<file path="src/rtl/mem_bridge.sv">
// mem_bridge: turns the control unit's level-held memory request into a req/ack bus transaction with timeout.
// Optional MEM_BRIDGE_ALIGN_CHK_EN rejects word-misaligned addresses without touching the bus.
module mem_bridge #(
  parameter int unsigned TIMEOUT_CYC = 255,
  parameter int unsigned TO_W        = 8
) (
  input  logic        clk,
  input  logic        sys_rst_n,
  input  logic        mem_req,
  input  logic        mem_we,
  input  logic [31:0] mem_addr,
  input  logic [31:0] mem_wdata,
  output logic        mem_rdy,
  output logic [31:0] mem_rdata,
  output logic        mem_err,
  output logic        busy,
  output logic        bus_req,
  output logic        bus_we,
  output logic [31:0] bus_addr,
  output logic [31:0] bus_wdata,
  input  logic        bus_ack,
  input  logic [31:0] bus_rdata
);

  // state | meaning
  // IDLE  | waiting for mem_req; bus_ack ignored
  // REQ   | bus_req held, waiting for bus_ack or timeout expiry
  // DONE  | one-cycle mem_rdy pulse; mem_req ignored
  typedef enum logic [1:0] {
    IDLE = 2'd0,
    REQ  = 2'd1,
    DONE = 2'd2
  } state_t;

  localparam bit              TO_EN     = (TIMEOUT_CYC != 0);
  localparam int unsigned     TO_LOAD_I = (TIMEOUT_CYC == 0) ? 0 : TIMEOUT_CYC - 1;
  localparam logic [TO_W-1:0] TO_LOAD   = TO_W'(TO_LOAD_I);

  state_t          state_q, state_d;
  logic [TO_W-1:0] cnt_q, cnt_d;
  logic            rdy_q, rdy_d;
  logic [31:0]     rdata_q, rdata_d;
  logic            err_q, err_d;
  logic            busy_q, busy_d;
  logic            breq_q, breq_d;
  logic            bwe_q, bwe_d;
  logic [31:0]     baddr_q, baddr_d;
  logic [31:0]     bwdata_q, bwdata_d;
  logic            misaligned;

`ifdef MEM_BRIDGE_ALIGN_CHK_EN
  assign misaligned = |mem_addr[1:0];
`else
  assign misaligned = 1'b0;
`endif

  always_ff @(posedge clk or negedge sys_rst_n) begin
    if (!sys_rst_n) begin
      state_q  <= IDLE;
      cnt_q    <= '0;
      rdy_q    <= 1'b0;
      rdata_q  <= '0;
      err_q    <= 1'b0;
      busy_q   <= 1'b0;
      breq_q   <= 1'b0;
      bwe_q    <= 1'b0;
      baddr_q  <= '0;
      bwdata_q <= '0;
    end else begin
      state_q  <= state_d;
      cnt_q    <= cnt_d;
      rdy_q    <= rdy_d;
      rdata_q  <= rdata_d;
      err_q    <= err_d;
      busy_q   <= busy_d;
      breq_q   <= breq_d;
      bwe_q    <= bwe_d;
      baddr_q  <= baddr_d;
      bwdata_q <= bwdata_d;
    end
  end

  // Timeout timer counts down from TIMEOUT_CYC-1; expiry is the REQ cycle where it reads zero.
  always_comb begin
    state_d  = state_q;
    cnt_d    = cnt_q;
    rdy_d    = 1'b0;
    rdata_d  = rdata_q;
    err_d    = err_q;
    breq_d   = breq_q;
    bwe_d    = bwe_q;
    baddr_d  = baddr_q;
    bwdata_d = bwdata_q;
    unique case (state_q)
      IDLE: begin
        if (mem_req) begin
          err_d = 1'b0;
          if (misaligned) begin
            rdata_d = '0;
            err_d   = 1'b1;
            rdy_d   = 1'b1;
            state_d = DONE;
          end else begin
            breq_d   = 1'b1;
            bwe_d    = mem_we;
            baddr_d  = mem_addr;
            bwdata_d = mem_wdata;
            cnt_d    = TO_LOAD;
            state_d  = REQ;
          end
        end
      end
      REQ: begin
        if (bus_ack) begin
          breq_d  = 1'b0;
          err_d   = 1'b0;
          rdy_d   = 1'b1;
          state_d = DONE;
          if (!bwe_q) begin
            rdata_d = bus_rdata;
          end
        end else if (TO_EN && (cnt_q == '0)) begin
          breq_d  = 1'b0;
          rdata_d = '0;
          err_d   = 1'b1;
          rdy_d   = 1'b1;
          state_d = DONE;
        end else if (TO_EN) begin
          cnt_d = cnt_q - 1'b1;
        end
      end
      DONE: begin
        state_d = IDLE;
      end
      default: begin
        state_d = IDLE;
      end
    endcase
    busy_d = (state_d != IDLE);
  end

  assign mem_rdy   = rdy_q;
  assign mem_rdata = rdata_q;
  assign mem_err   = err_q;
  assign busy      = busy_q;
  assign bus_req   = breq_q;
  assign bus_we    = bwe_q;
  assign bus_addr  = baddr_q;
  assign bus_wdata = bwdata_q;

endmodule
</file>
<file path="config.mk">
export PLATFORM = sky130hd
export DESIGN_NAME = mem_bridge
export DESIGN_NICKNAME = d
export VERILOG_FILES = /design/src/rtl/mem_bridge.sv
export SDC_FILE = /design/constraint.sdc
export NUM_CORES = 1
export LEC_CHECK = 0
export ABC_AREA = 1
export CAP_MARGIN = 20
export CELL_PAD_IN_SITES_DETAIL_PLACEMENT = 0
export CELL_PAD_IN_SITES_GLOBAL_PLACEMENT = 1
export CORE_UTILIZATION = 30
export CTS_CLUSTER_DIAMETER = 200
export CTS_CLUSTER_SIZE = 28
export DETAILED_ROUTE_END_ITERATION = 7
export PLACE_DENSITY = 0.76
export SLEW_MARGIN = 20
export SYNTH_ARGS = -nofsm -noshare
export SYNTH_HDL_FRONTEND = slang
export SYNTH_SLANG_ARGS = --single-unit
</file>
<file path="constraint.sdc">
create_clock -name clk -period 1.9 [get_ports clk]
set_input_delay 0.19 -clock clk [delete_from_list [all_inputs] [get_ports clk]]
set_output_delay 0.19 -clock clk [all_outputs]
set_load 0.005 [all_outputs]
</file>
* Yosys cells after proc, flatten, opt, wreduce, memory -nomap -nowiden *
Index checks and enable logic that the tools add are counted.

storage, ports and cells
  register bits = 111
  word-level logic and storage cells = 48

operators by class
  add/sub/neg operators = 1
  equality and inequality tests = 6
  muxes and demuxes = 22
  reductions and logical operators = 9

operators with widths
  kind                 count
  $mux 32              3
  $mux 8               3
  $pmux 8 s2           1
  $mux 1               9
  $logic_not 8->1      1
  $ne 2x2->1 const B   4
  $sub 8x1->8 const B  1
  $mux 2               3
  $reduce_and 3->1     2
  $reduce_bool 2->1    3
  $pmux 1 s2           2
  $pmux 2 s2           1
  $reduce_and 4->1     1
  $ne 3x3->1 const B   1
  $eq 2x1->1 const B   1
  $logic_not 2->1      1
  $reduce_and 2->1     1

* Depth between registers and ports, before layout *
  word-level depth = 5
  mapped depth = 8
  mapped depth without buffers = 7

* Least setup slack after synthesis *
Ideal clock, no wire load.

  path kind = register to register
  start point = register cnt_q[0]
  end point = register cnt_q[4]
  data arrival time = 1365 ps
  setup slack = 417 ps
  cell stages (with the launch flop) = 9
  clock period less this slack = 1483 ps
  cells stage by stage = dfrtp_1 inv_1 ha_1 nand2_2 o21ai_4 nand2_2 buf_6 nand2_2 o21ai_2

on the way
  longest elaborated chain between the ends = 4

ends and longest elaborated chain
  item                    line  RTL
  start, declared         40    logic [TO_W-1:0] cnt_q, cnt_d;
  start signal, assigned  71    cnt_q <= cnt_d;
  $sub 8x1->8             129   cnt_d = cnt_q - 1'b1;
  $mux 8                  122   end else if (TO_EN && (cnt_q == '0)) begin
  $mux 8                  114   if (bus_ack) begin
  $pmux 8 s2              94    unique case (state_q)

Parallel ways exist; a longest one is shown, timed or not. The select of a mux whose other input is x is not followed.
A chain may end at the register's enable or synchronous reset.

* Worst setup path after layout *
  start point = register cnt_q[0]
  end point = register rdata_q[5], in the netlist mem_rdata[5]

on the way
  longest elaborated chain between the ends = 3

ends and longest elaborated chain
  item                                line  RTL
  $logic_not 8->1                     122
  $reduce_bool 2->1 (no source line)  n/a
  $reduce_and 3->1 (no source line)   n/a
  end signal, assigned                73    rdata_q <= rdata_d;
  end, declared                       42    logic [31:0] rdata_q, rdata_d;

No other way between the ends.

==> results.toml <==
[pwr]
vdd_drop_max_v = 0.000691
leakage_nw = 3.44
powerDensity_nw_per_um2 = 1440

[logic_synthesis]
syn_area_per_cell_um2 = 8.83
syn_area_um2 = 4560
syn-instance-count = 517
synthAdderAreaFrac_pct = 0.274
synth_top_family_by_area = "simple AND/OR/NAND/NOR gates"
yosys_warnings = 0
synthArstFlopShare_pct = 100
synth_top_cells_by_count = "285 x nand2_1, 111 x dfrtp_1, 33 x nand4_1, 16 x clkbuf_1, 13 x nand3_1"
yosys.cell_count.top_type = "nand2_1"
netlist.area_leader.share_pct = 60.9
synth_edf_count = 0
yosys.area_share.xor_xnor_pct = 0
synth_nets = 619
ys_types = 23
yosys.area_share.simple_pct = 31.9
synth_area_leader_cell = "dfrtp_1"
yosys_most_used_dff = "dfrtp_1"
synth-compound-area-share_pct = 2.22
ys_seq_area_share_pct = 60.9
synth_area_leaders = "dfrtp_1 61%, nand2_1 23%, nand4_1 4.5%"
ys_ff_latch = 111
muxShareOfSynthArea_pct = 0

[route]
drc = 17
ant_nets = 0
vias = 4096
routed_wl_um = 12800
drt_iter0_markers = 188
routed_via_density = 4.55
wire_per_inst_um = 14.2
drtPass1Iterations = 8

[finish]
num_antenna_cells = 0
fin_area_um2 = 7100
area_growth_pct = 55.6
drive_gt1_share_pct = 6.84
nNetsFinal = 813
final_core_util_pct = 48.3

[timing]
clock.fmax_mhz = 592
setup_violations = 0
period_share_pct = 88.9
finalSetupTns_ns = 0
finalMaxSlewViolations = 0
tightest_slew_ns = 0.542
rsz0062_at_grt = "false"
period_needed_ns = 1.69
maxSlewHeadroom_pct = 63.9
hold_viol = 0
finalClockSkew_ns = 0.00834

[die]
ioPinCount = 202
initial_core_util_pct = 31.0
rows = 44
die_area_um2 = 15700
die_height_um = 125
coreArea_um2 = 14700
die_w_um = 125

[worst_setup_path]
critical_path_class = "reg -> reg"
r2r_end = "mem_rdata[5]$_DFFE_PN0P_"
worstRegToRegCells = 7
rrSetupSlack_ns = 0.21
worstReg2RegStart = "cnt_q[0]$_DFFE_PN0P_"
startpoint = "cnt_q[0]$_DFFE_PN0P_"
crit_path_end_kind = "register"
cp-endpoint = "mem_rdata[5]$_DFFE_PN0P_"
critPathArrivalTime_ns = 1.94
cp.required_ns = 2.15
crit_path_max_fanout = 16
cp-start-kind = "register"

[clock_tree]
clockBufferDepth = 2
cts.sinks = 111
clk_latency_ns = 0.36
cts_setup_buffers = 0
cts_inserted_buffers = 9
cts_root_buffer = "clkbuf_16"
path_clk_slew_ns = 0.08
htreeDepth = 3
cts_tree = "built"

[global_routing]
met2_usage_pct = 26.1
grt_pass1_vias = 4001
antenna_found_initial = 0
gr-total-overflow = 0
grt-busiest-layer = "met2"
grt_max_degree = 68
grt_usage_pct = 16.8
met1_usage_pct = 20.7
grt_first_pass_wirelength_um = 20700
grt_util_met3_pct = 8.00

[job]
drv_cap = 0

[outcome]
outcome = "complete, but fails checks"
violations = "design-rule violations"

[placement]
place_congestion = 0.773
dpl-instance-area_um2 = 6760
io_buffers = 201
dp_hpwl_um = 8730

[worst_hold_path]
hold_path.class = "in -> async"
-- critical path: stages, from the launching register on --
cell and delay (ns):
dfrtp_1 0.39, inv_1 0.12, ha_2 0.26, nand2_2 0.12, o21ai_4 0.26, nand3_4 0.23
nand2_1 0.13, nand2_1 0.06
-- worst min-delay path by stage --
stage | to | slack, ns | cells after the start
2_1_floorplan | bus_addr[0]$_DFFE_PN0P_ | -0.11 | 0
3_3_place_gp | mem_rdata[0]$_DFFE_PN0P_ | 0.21 | 1
3_5_place_dp | mem_rdata[4]$_DFFE_PN0P_ | 0.21 | 1
4_1_cts | bus_addr[19]$_DFFE_PN0P_ | 0.35 | 3
5_1_grt | bus_addr[16]$_DFFE_PN0P_ | 0.35 | 3
6_report | mem_rdata[4]$_DFFE_PN0P_ | 0.36 | 2
-- metrics by stage --
stage | hold WS (ns) | instances | worst slack [ns] | power [W]
3_3_place_gp | 0.206 | 882 | 0.168 | 0.00826
5_1_grt | 0.354 | 900 | 0.0437 | 0.0110
4_1_cts | 0.348 | 899 | 0.0680 | 0.0104
2_1_floorplan | -0.106 | 517 | 0.417 | 0.00571
6_report | 0.359 | 900 | 0.210 | 0.0102
3_5_place_dp | 0.211 | 882 | 0.0814 | 0.00834
-- cell usage in the layout (no fill, tap or decap), types with 2 or more instances in the layout --
| master | instances |
|---|---|
| nor2_4 | 3 |
| nand3_1 | 13 |
| buf_4 | 7 |
| nand2_4 | 2 |
| inv_2 | 5 |
| clkinv_4 | 4 |
| nand3_4 | 2 |
| clkdlybuf4s50_1 | 200 |
| buf_12 | 3 |
| nand2_1 | 285 |
| dfrtp_1 | 111 |
| nand4_1 | 33 |
| clkbuf_16 | 9 |
| a21oi_1 | 2 |
| nand2_2 | 2 |
| inv_1 | 11 |
| o21ai_2 | 5 |
| o21ai_4 | 2 |
| nor2_1 | 7 |
| o21ai_0 | 2 |
-- layer usage --
layer | share of wire (%) | routed length (um)
met5 | 0 | 0
met4 | 0.78 | 99
met3 | 10 | 1330
met2 | 46 | 5840
met1 | 43 | 5490
-- sequential cells by signal (all words and copies together) (netlist names) --
signal     count
mem_rdy        1
busy           1
bus_req        1
state_q        2
mem_err        1
bus_wdata     32
mem_rdata     32
bus_addr      32
cnt_q          8
bus_we         1
-- kinds of logic after synthesis --
| kind of cell | Yosys count |
|---|---|
| DFF | 111 |
| adders and majority gates | 1 |
| buffers and inverters | 45 |
| and+or+nand+nor | 348 |
| AOI/OAI and AO/OA | 12 |
-- cell type report --
cell class / instances / area (um2)
clock buffer: 10 / 239
clock inverter: 6 / 70.1
fill: 1379 / 7600
inverter: 16 / 60.1
multi-input combinational: 362 / 1600
sequential: 111 / 2780
tap: 184 / 230
timing repair buffer: 211 / 2120
-- power by group --
part,total (W),internal (W),switching [W]
combinational,0.00426,0.00237,0.00189
sequential,0.00402,0.00339,0.000633
clock,0.00196,0.00107,0.000895
-- repair_timing --
action,in CTS,in global routing
hold endpoints to repair,36,0
gates resized for setup,0,3
hold buffers,1,0
setup endpoints to repair,0,37
No activity file was read; power rests on OpenSTA's default activity.
